[config.mk]
export PLATFORM = sky130hd
export DESIGN_NAME = rob_commit
export DESIGN_NICKNAME = d
export VERILOG_FILES = /design/src/rtl/rob_commit_pkg.sv /design/src/rtl/rob_commit.sv
export SDC_FILE = /design/constraint.sdc
export NUM_CORES = 2
export LEC_CHECK = 0
export CORE_ASPECT_RATIO = 0.8
export CORE_MARGIN = 10
export CORE_UTILIZATION = 47
export CTS_CLUSTER_DIAMETER = 40
export DETAILED_ROUTE_END_ITERATION = 6
export PLACE_DENSITY_LB_ADDON = 0.05
export SKIP_CTS_REPAIR_TIMING = 1
export SLEW_MARGIN = 10
export SYNTH_ARGS = -nofsm -noshare
export SYNTH_HDL_FRONTEND = slang
export SYNTH_SLANG_ARGS = --single-unit
[constraint.sdc]
create_clock -name clk -period 8.6 [get_ports clk]
set_input_delay 2.58 -clock clk [delete_from_list [all_inputs] [get_ports clk]]
set_output_delay 2.58 -clock clk [all_outputs]
set_load 0.02 [all_outputs]
[src/rtl/rob_commit_pkg.sv]
// rob_commit_pkg
//   Shared CPU types for the reorder buffer and its neighbours.
//   - rob_dispatch_t          : what dispatch hands the ROB for each new entry
//   - retire_t                : what the ROB reports for each retired entry
//   - execute_to_commit_bus_t : one execute-stage result bus into commit
//   ROB_IDX_W is the ROB index width used on the execute result buses.
package rob_commit_pkg;

  localparam int ROB_DEPTH_DEF = 16;
  localparam int ROB_IDX_W     = $clog2(ROB_DEPTH_DEF);
  localparam int XLEN          = 32;
  localparam int AREG_W        = 5;
  localparam int PREG_W        = 6;
  localparam int EXCCODE_W     = 5;

  typedef struct packed {
    logic [XLEN-1:0]   pc;
    logic              is_store;
    logic [AREG_W-1:0] dest_areg;
    logic [PREG_W-1:0] new_preg;
    logic [PREG_W-1:0] old_preg;
  } rob_dispatch_t;

  typedef struct packed {
    logic [AREG_W-1:0] dest_areg;
    logic [PREG_W-1:0] new_preg;
    logic [PREG_W-1:0] old_preg;
    logic [XLEN-1:0]   result;
  } retire_t;

  typedef struct packed {
    logic                 valid;
    logic [ROB_IDX_W-1:0] rob_idx;
    logic [XLEN-1:0]      result;
    logic                 exception;
    logic [EXCCODE_W-1:0] exccode;
  } execute_to_commit_bus_t;

  // Number of set bits in a two-slot strobe (0, 1 or 2).
  function automatic logic [1:0] popcount2(input logic [1:0] v);
    return {1'b0, v[0]} + {1'b0, v[1]};
  endfunction

endpackage

[src/rtl/rob_commit.sv]
// rob_commit
//   In-order reorder buffer plus commit stage. Allocates up to two entries
//   per cycle, absorbs two execute result buses, retires up to two completed
//   entries per cycle in program order, holds a store at the head until the
//   memory side accepts it, and raises a one-cycle flush for the oldest
//   excepting instruction.
//
// Ports
//   clk, reset                 clock, synchronous active-high reset
//   dispatch_valid[1:0]        allocate request per slot (slot 0 older)
//   dispatch_info[1:0]         payload for each dispatch slot
//   rob_allowin                at least two entries are free
//   alloc_idx[1:0]             entry indices offered to slot 0 / slot 1
//   execute_to_commit_bus1/2   result writeback buses (bus1 wins on a tie)
//   commit_store_valid         head is a completed, non-excepting store
//   commit_store_ready         memory side accepts that store this cycle
//   retire_valid[1:0]          retire strobe per slot (slot 0 older)
//   retire_bus[1:0]            architectural effects of retired entries
//   flush, flush_epc,
//   flush_exccode              one-cycle flush with pc/exccode of the culprit
module rob_commit
  import rob_commit_pkg::*;
#(
  parameter int ROB_DEPTH = ROB_DEPTH_DEF
) (
  input  logic                                 clk,
  input  logic                                 reset,
  input  logic [1:0]                           dispatch_valid,
  input  rob_dispatch_t [1:0]                  dispatch_info,
  output logic                                 rob_allowin,
  output logic [1:0][$clog2(ROB_DEPTH)-1:0]    alloc_idx,
  input  execute_to_commit_bus_t               execute_to_commit_bus1,
  input  execute_to_commit_bus_t               execute_to_commit_bus2,
  output logic                                 commit_store_valid,
  input  logic                                 commit_store_ready,
  output logic [1:0]                           retire_valid,
  output retire_t [1:0]                        retire_bus,
  output logic                                 flush,
  output logic [XLEN-1:0]                      flush_epc,
  output logic [EXCCODE_W-1:0]                 flush_exccode
);

  localparam int W = $clog2(ROB_DEPTH);

  typedef logic [W:0]   ptr_t;
  typedef logic [W-1:0] idx_t;

  // Pointers carry an extra wrap bit so full and empty are distinguishable.
  ptr_t head_q;
  ptr_t tail_q;
  ptr_t count;

  // Entry storage. Only the valid bits need a reset; every other field is
  // written before it can be observed.
  logic [ROB_DEPTH-1:0] valid_q;
  logic [ROB_DEPTH-1:0] done_q;
  logic [ROB_DEPTH-1:0] exc_q;
  logic [EXCCODE_W-1:0] exccode_q [ROB_DEPTH];
  logic [XLEN-1:0]      result_q  [ROB_DEPTH];
  rob_dispatch_t        info_q    [ROB_DEPTH];

  idx_t       head_idx0;
  idx_t       head_idx1;
  idx_t       slot1_idx;
  idx_t       wb1_idx;
  idx_t       wb2_idx;
  logic       do_alloc;
  logic       head0_ready;
  logic       head0_store;
  logic       head1_simple;
  logic [1:0] retire_count;
  logic [1:0] dispatch_count;

  // Occupancy and allocation offers come from registered pointers only, so
  // rob_allowin is based on the pre-retire count and is deliberately
  // conservative when a retire and an allocate land in the same cycle.
  always_comb begin
    count          = tail_q - head_q;
    rob_allowin    = (count <= ptr_t'(ROB_DEPTH - 2));
    alloc_idx[0]   = tail_q[W-1:0];
    alloc_idx[1]   = tail_q[W-1:0] + idx_t'(1);
    do_alloc       = rob_allowin & ~flush;
    dispatch_count = popcount2(dispatch_valid);
    // A lone slot-1 dispatch still takes the first free entry.
    slot1_idx      = dispatch_valid[0] ? alloc_idx[1] : alloc_idx[0];
    wb1_idx        = idx_t'(execute_to_commit_bus1.rob_idx);
    wb2_idx        = idx_t'(execute_to_commit_bus2.rob_idx);
  end

  // Commit decision for the two oldest entries. Everything here reads
  // registered state plus commit_store_ready, so a result written back this
  // cycle cannot retire until the next one.
  always_comb begin
    head_idx0          = head_q[W-1:0];
    head_idx1          = head_q[W-1:0] + idx_t'(1);
    head0_ready        = valid_q[head_idx0] & done_q[head_idx0];
    head0_store        = info_q[head_idx0].is_store;
    head1_simple       = valid_q[head_idx1] & done_q[head_idx1] &
                         ~exc_q[head_idx1] & ~info_q[head_idx1].is_store;

    flush              = head0_ready & exc_q[head_idx0];
    commit_store_valid = head0_ready & ~exc_q[head_idx0] & head0_store;
    retire_valid[0]    = head0_ready & ~exc_q[head_idx0] &
                         (~head0_store | commit_store_ready);
    // The second slot only rides along behind a plain (non-store) retire,
    // which keeps at most one store per cycle on the memory handshake.
    retire_valid[1]    = retire_valid[0] & ~head0_store & head1_simple;
    retire_count       = popcount2(retire_valid);
  end

  // Retire and flush payloads are zeroed when not asserted so downstream
  // logic never sees stale entry contents.
  always_comb begin
    retire_bus    = '0;
    flush_epc     = '0;
    flush_exccode = '0;
    if (retire_valid[0]) begin
      retire_bus[0].dest_areg = info_q[head_idx0].dest_areg;
      retire_bus[0].new_preg  = info_q[head_idx0].new_preg;
      retire_bus[0].old_preg  = info_q[head_idx0].old_preg;
      retire_bus[0].result    = result_q[head_idx0];
    end
    if (retire_valid[1]) begin
      retire_bus[1].dest_areg = info_q[head_idx1].dest_areg;
      retire_bus[1].new_preg  = info_q[head_idx1].new_preg;
      retire_bus[1].old_preg  = info_q[head_idx1].old_preg;
      retire_bus[1].result    = result_q[head_idx1];
    end
    if (flush) begin
      flush_epc     = info_q[head_idx0].pc;
      flush_exccode = exccode_q[head_idx0];
    end
  end

  // Pointers and valid bits. A flush empties the buffer and rewinds both
  // pointers, discarding any allocation requested in the same cycle.
  always_ff @(posedge clk) begin
    if (reset) begin
      head_q  <= '0;
      tail_q  <= '0;
      valid_q <= '0;
    end else if (flush) begin
      head_q  <= '0;
      tail_q  <= '0;
      valid_q <= '0;
    end else begin
      head_q <= head_q + ptr_t'(retire_count);
      if (retire_valid[0]) valid_q[head_idx0] <= 1'b0;
      if (retire_valid[1]) valid_q[head_idx1] <= 1'b0;
      if (do_alloc) begin
        tail_q <= tail_q + ptr_t'(dispatch_count);
        if (dispatch_valid[0]) valid_q[alloc_idx[0]] <= 1'b1;
        if (dispatch_valid[1]) valid_q[slot1_idx]    <= 1'b1;
      end
    end
  end

  // Entry payload: two dispatch write ports and two writeback ports.
  // Allocation targets free entries and writeback only lands on valid ones,
  // so the two groups never collide. Bus2 is applied first so bus1 takes
  // precedence when both name the same entry.
  always_ff @(posedge clk) begin
    if (!reset && !flush) begin
      if (do_alloc && dispatch_valid[0]) begin
        info_q[alloc_idx[0]] <= dispatch_info[0];
        done_q[alloc_idx[0]] <= 1'b0;
      end
      if (do_alloc && dispatch_valid[1]) begin
        info_q[slot1_idx] <= dispatch_info[1];
        done_q[slot1_idx] <= 1'b0;
      end
      if (execute_to_commit_bus2.valid && valid_q[wb2_idx]) begin
        done_q[wb2_idx]    <= 1'b1;
        exc_q[wb2_idx]     <= execute_to_commit_bus2.exception;
        exccode_q[wb2_idx] <= execute_to_commit_bus2.exccode;
        result_q[wb2_idx]  <= execute_to_commit_bus2.result;
      end
      if (execute_to_commit_bus1.valid && valid_q[wb1_idx]) begin
        done_q[wb1_idx]    <= 1'b1;
        exc_q[wb1_idx]     <= execute_to_commit_bus1.exception;
        exccode_q[wb1_idx] <= execute_to_commit_bus1.exccode;
        result_q[wb1_idx]  <= execute_to_commit_bus1.result;
      end
    end
  end

endmodule
==> results_tabular.tex <==
\begin{tabular}{lr}
\hline
Metric & Value \\
\hline
\multicolumn{2}{l}{\textbf{Status}} \\
Status & finished, final reports clean \\
\multicolumn{2}{l}{\textbf{STA}} \\
Worst slew margin relative to its limit & 0.198 \\
TNS Setup & 0 ps \\
FMAX & approximately 0.12 GHz \\
Setup-violating endpoint count in the final report & 0 \\
Final Max Tran Viols & 0 \\
Hold Slack & 530 ps \\
Unrepaired setup endpoints after global routing & false \\
Min cycle time layout & 8310 ps \\
Share of the cycle needed by the critical path after routing & 0.967 \\
Maximum clock skew at final layout & 24.8 ps \\
Transition time at the pin with the least slew margin & approximately 1200 ps \\
Count of endpoints failing hold in the final timing report & 0 \\
\multicolumn{2}{l}{\textbf{Final layout}} \\
Count of fill cells added during filler insertion & 13600 \\
Synth-to-Final Area Change & 15.8\% \\
Total number of nets in the final design & 5187 \\
Non-filler instance count after layout & 7457 \\
Share of final-layout standard cells stronger than drive strength 1 & 0.487 \\
Final core area utilization & 0.548 \\
\multicolumn{2}{l}{\textbf{Logic synthesis}} \\
Mean instance size in the synthesized netlist & 16.8 um2 \\
Share of the synthesized netlist area taken by xor and xnor gates & 0.00194 \\
Cell area after technology mapping & 81200 um2 \\
Number of distinct library cells after synthesis & 75 \\
Compound-gate portion of the synthesized area & 0.0150 \\
Synth top area cells & edfxtp\_1, mux4\_2, mux2\_2, clkbuf\_1, mux2\_1 \\
Synthesized-area fraction occupied by and/or/nand/nor cells & 0.0327 \\
Synth Register Bits & between 1000 and 1500 \\
Adder-cell share of the synthesized area & 0.00305 \\
Post-synthesis sequential area ratio & 0.533 \\
Combinational family with the most area after synthesis & multiplexers \\
Number of enable-type register cells in the synthesized netlist & 1424 \\
Post-synthesis net count & between 5000 and 6000 \\
Top cell type's share of synthesized area & 0.527 \\
Share of flip-flops with an asynchronous set or reset & 0 \\
Count of warnings emitted by yosys & 0 \\
Cell count after synthesis & just under 5000 \\
Mux contribution to synthesized area & 0.384 \\
Library cell with the largest summed area after synthesis & edfxtp\_1 \\
Predominant post-synthesis flop cell & edfxtp\_1 \\
\multicolumn{2}{l}{\textbf{Detailed routing}} \\
Antenna-violating nets left & 0 \\
Post-detailed-route via-to-cell ratio & 6.59 \\
Number of optimization iterations in the first detailed-route pass & 6 \\
Met2 WL & approximately 120000 um \\
Met1 routed wirelength after detailed routing & 116000 um \\
Number of DRC markers after the initial detailed-route iteration & 6135 \\
Met3 layer wire length in the routed design & 24800 um \\
Wire length reported by the detailed router & 267000 um \\
Highest Signal Layer & met5 \\
Number of remaining DRC errors & 0 \\
Routed length per instance & 35.8 um \\
Total number of vias & just under 50000 \\
\multicolumn{2}{l}{\textbf{GRT}} \\
Overall global routing resource usage & 0.275 \\
Antenna violations before repair & 40 \\
Overflow left after global routing & 0 \\
Global-route wire length before repair & between 300000 and 400000 um \\
Pin count of the biggest net entering global routing & 141 \\
Number of global-route vias before repair & 49400 \\
\multicolumn{2}{l}{\textbf{Placed design}} \\
Detail Placement HPWL & 146000 um \\
Number of placed instances with taps included & 7040 \\
Input/output buffers & 338 \\
Routability-driven placement congestion ratio & 0.908 \\
\multicolumn{2}{l}{\textbf{Floorplan}} \\
IO Pins & about 340 \\
Cell Rows & 136 \\
Die Width & about 480 um \\
Height of the die & between 300 and 400 um \\
Starting density of the core & 0.473 \\
Area of the core & between 150000 and 200000 um2 \\
Total die area & 190000 um2 \\
\multicolumn{2}{l}{\textbf{Flow run}} \\
Number of max-cap violations & 0 \\
\multicolumn{2}{l}{\textbf{Clock tree}} \\
Maximum count of clock buffers along a single path & 3 \\
Worst-skew pair later-pin latency & 830 ps \\
Total CTS buffers & 212 \\
Clock edge transition at the registers on the reported setup and hold paths & approximately 60 ps \\
CTS root buffer & clkbuf\_16 \\
Sink count of the clock tree & 1450 \\
\# H-tree levels & 4 \\
TritonCTS clock tree & yes \\
\multicolumn{2}{l}{\textbf{Min path}} \\
Worst hold-check path type & register to register \\
\multicolumn{2}{l}{\textbf{Worst setup path}} \\
Setup crit start kind & register \\
Critical path arrival & about 5700 ps \\
Critical path capture point type & output pin \\
Max Fanout on Critical Path & 33 \\
Worst setup path class & register to output pin \\
Worst EP required & approximately 6000 ps \\
\multicolumn{2}{l}{\textbf{Power and ir drop}} \\
Leakage dissipation & 0.0298 uW \\
Maximum vdd ir drop & 0.209 mV \\
Areal power density over the cells & 219 nW/um2 \\
\hline
\end{tabular}
==> flip-flops by register name, summed over array words and instances (netlist names) <==
name       cells
info_q       800
tail_q         5
head_q         5
done_q        16
exc_q         16
exccode_q     80
result_q     512
valid_q       16
==> per-layer routing <==
layer | GRT usage | vias up
li1 | - | 20100
met1 | 0.407 | 26300
met2 | 0.411 | 2384
met3 | 0.0649 | 417
met4 | 0.0684 | 34
met5 | 0 | -
==> metrics by stage <==
step	total power, uW	setup slack, ps	cell area [um2]
3_5_place_dp	11800	1020	86700
4_1_cts	20800	333	94000
6_report	20600	287	94000
3_3_place_gp	11800	1020	86700
2_1_floorplan	10700	852	81200
5_1_grt	21300	6.75	94000
==> worst max-delay path, stage by stage (launching register included) <==
cell	delay (ps)
dfxtp_4	500
clkinv_1	420
ha_4	840
nor4bb_1	350
o211ai_1	130
nand4_1	190
o221ai_1	230
or3_4	700
a211oi_1	730
clkdlybuf4s50_1	760
==> final cells by class <==
class,instances,area (um2),share of cell area
Antenna cell,18,45.0,0.000479
Clock buffer,236,5500,0.0585
Clock inverter,162,1770,0.0188
Inverter,24,98.8,0.00105
Multi-Input combinational cell,2831,36000,0.382
Sequential cell,1450,43300,0.460
Tap cell,2277,2850,0.0303
Timing Repair Buffer,459,4510,0.0480
==> report_power, final <==
group | switching, uW | internal (uW)
combinational | 1820 | 1590
clock | 3450 | 5500
sequential | 148 | 8140
==> synthesized netlist by cell type, types with 20 or more instances <==
cell type	count
nand3_1	36
clkbuf_1	305
dfxtp_1	26
mux4_2	649
a211oi_1	50
nor2_1	70
buf_1	41
a21oi_1	22
edfxtp_1	1424
mux2_2	1265
and2_1	92
buf_2	166
nand2_1	170
o21ai_0	21
mux2_1	100
and3_1	58
inv_1	20
mux2i_1	72
mux2_4	30
==> kinds of logic after synthesis <==
logic type	count (synthesis)
fa+ha+maj	18
mux	2116
xor+xnor	18
flops	1450
buf+inv	561
compound gates	169
simple gates	510
==> cell usage in the layout (no fill, tap or decap), types with 19 or more instances in the layout <==
cell type / Yosys / routed
mux2_1: 100 / 100
dfxtp_1: 26 / 23
clkdlybuf4s50_1: 0 / 337
nand3_1: 36 / 24
buf_4: 11 / 103
clkinv_4: 0 / 19
inv_1: 20 / 19
nor2_1: 70 / 50
o21ai_0: 21 / 21
bufinv_16: 0 / 29
mux2i_1: 72 / 72
mux4_2: 649 / 649
edfxtp_1: 1424 / 1424
and3_1: 58 / 54
inv_6: 0 / 19
clkinv_2: 0 / 41
clkinvlp_4: 0 / 26
clkbuf_16: 0 / 216
mux2_2: 1265 / 1265
and2_1: 92 / 91
nor2_4: 2 / 22
mux2_4: 30 / 30
a211oi_1: 50 / 50
nand2_1: 170 / 167
clkinv_1: 1 / 24
==> path summary, 6_finish.rpt <==
kind                                            from                       to  slack (ps)  cells after the start
worst min register to register  head_q[4]$_SDFF_PN0_     head_q[4]$_SDFF_PN0_         530                      2
worst min-delay path            head_q[4]$_SDFF_PN0_     head_q[4]$_SDFF_PN0_         530                      2
worst max register to register  head_q[3]$_SDFF_PN0_  info_q[5][38]$_DFFE_PP_        3180                     11
worst max-delay path            head_q[0]$_SDFF_PN0_           retire_bus[79]         290                      9
No activity file was read; power rests on OpenSTA's default activity.
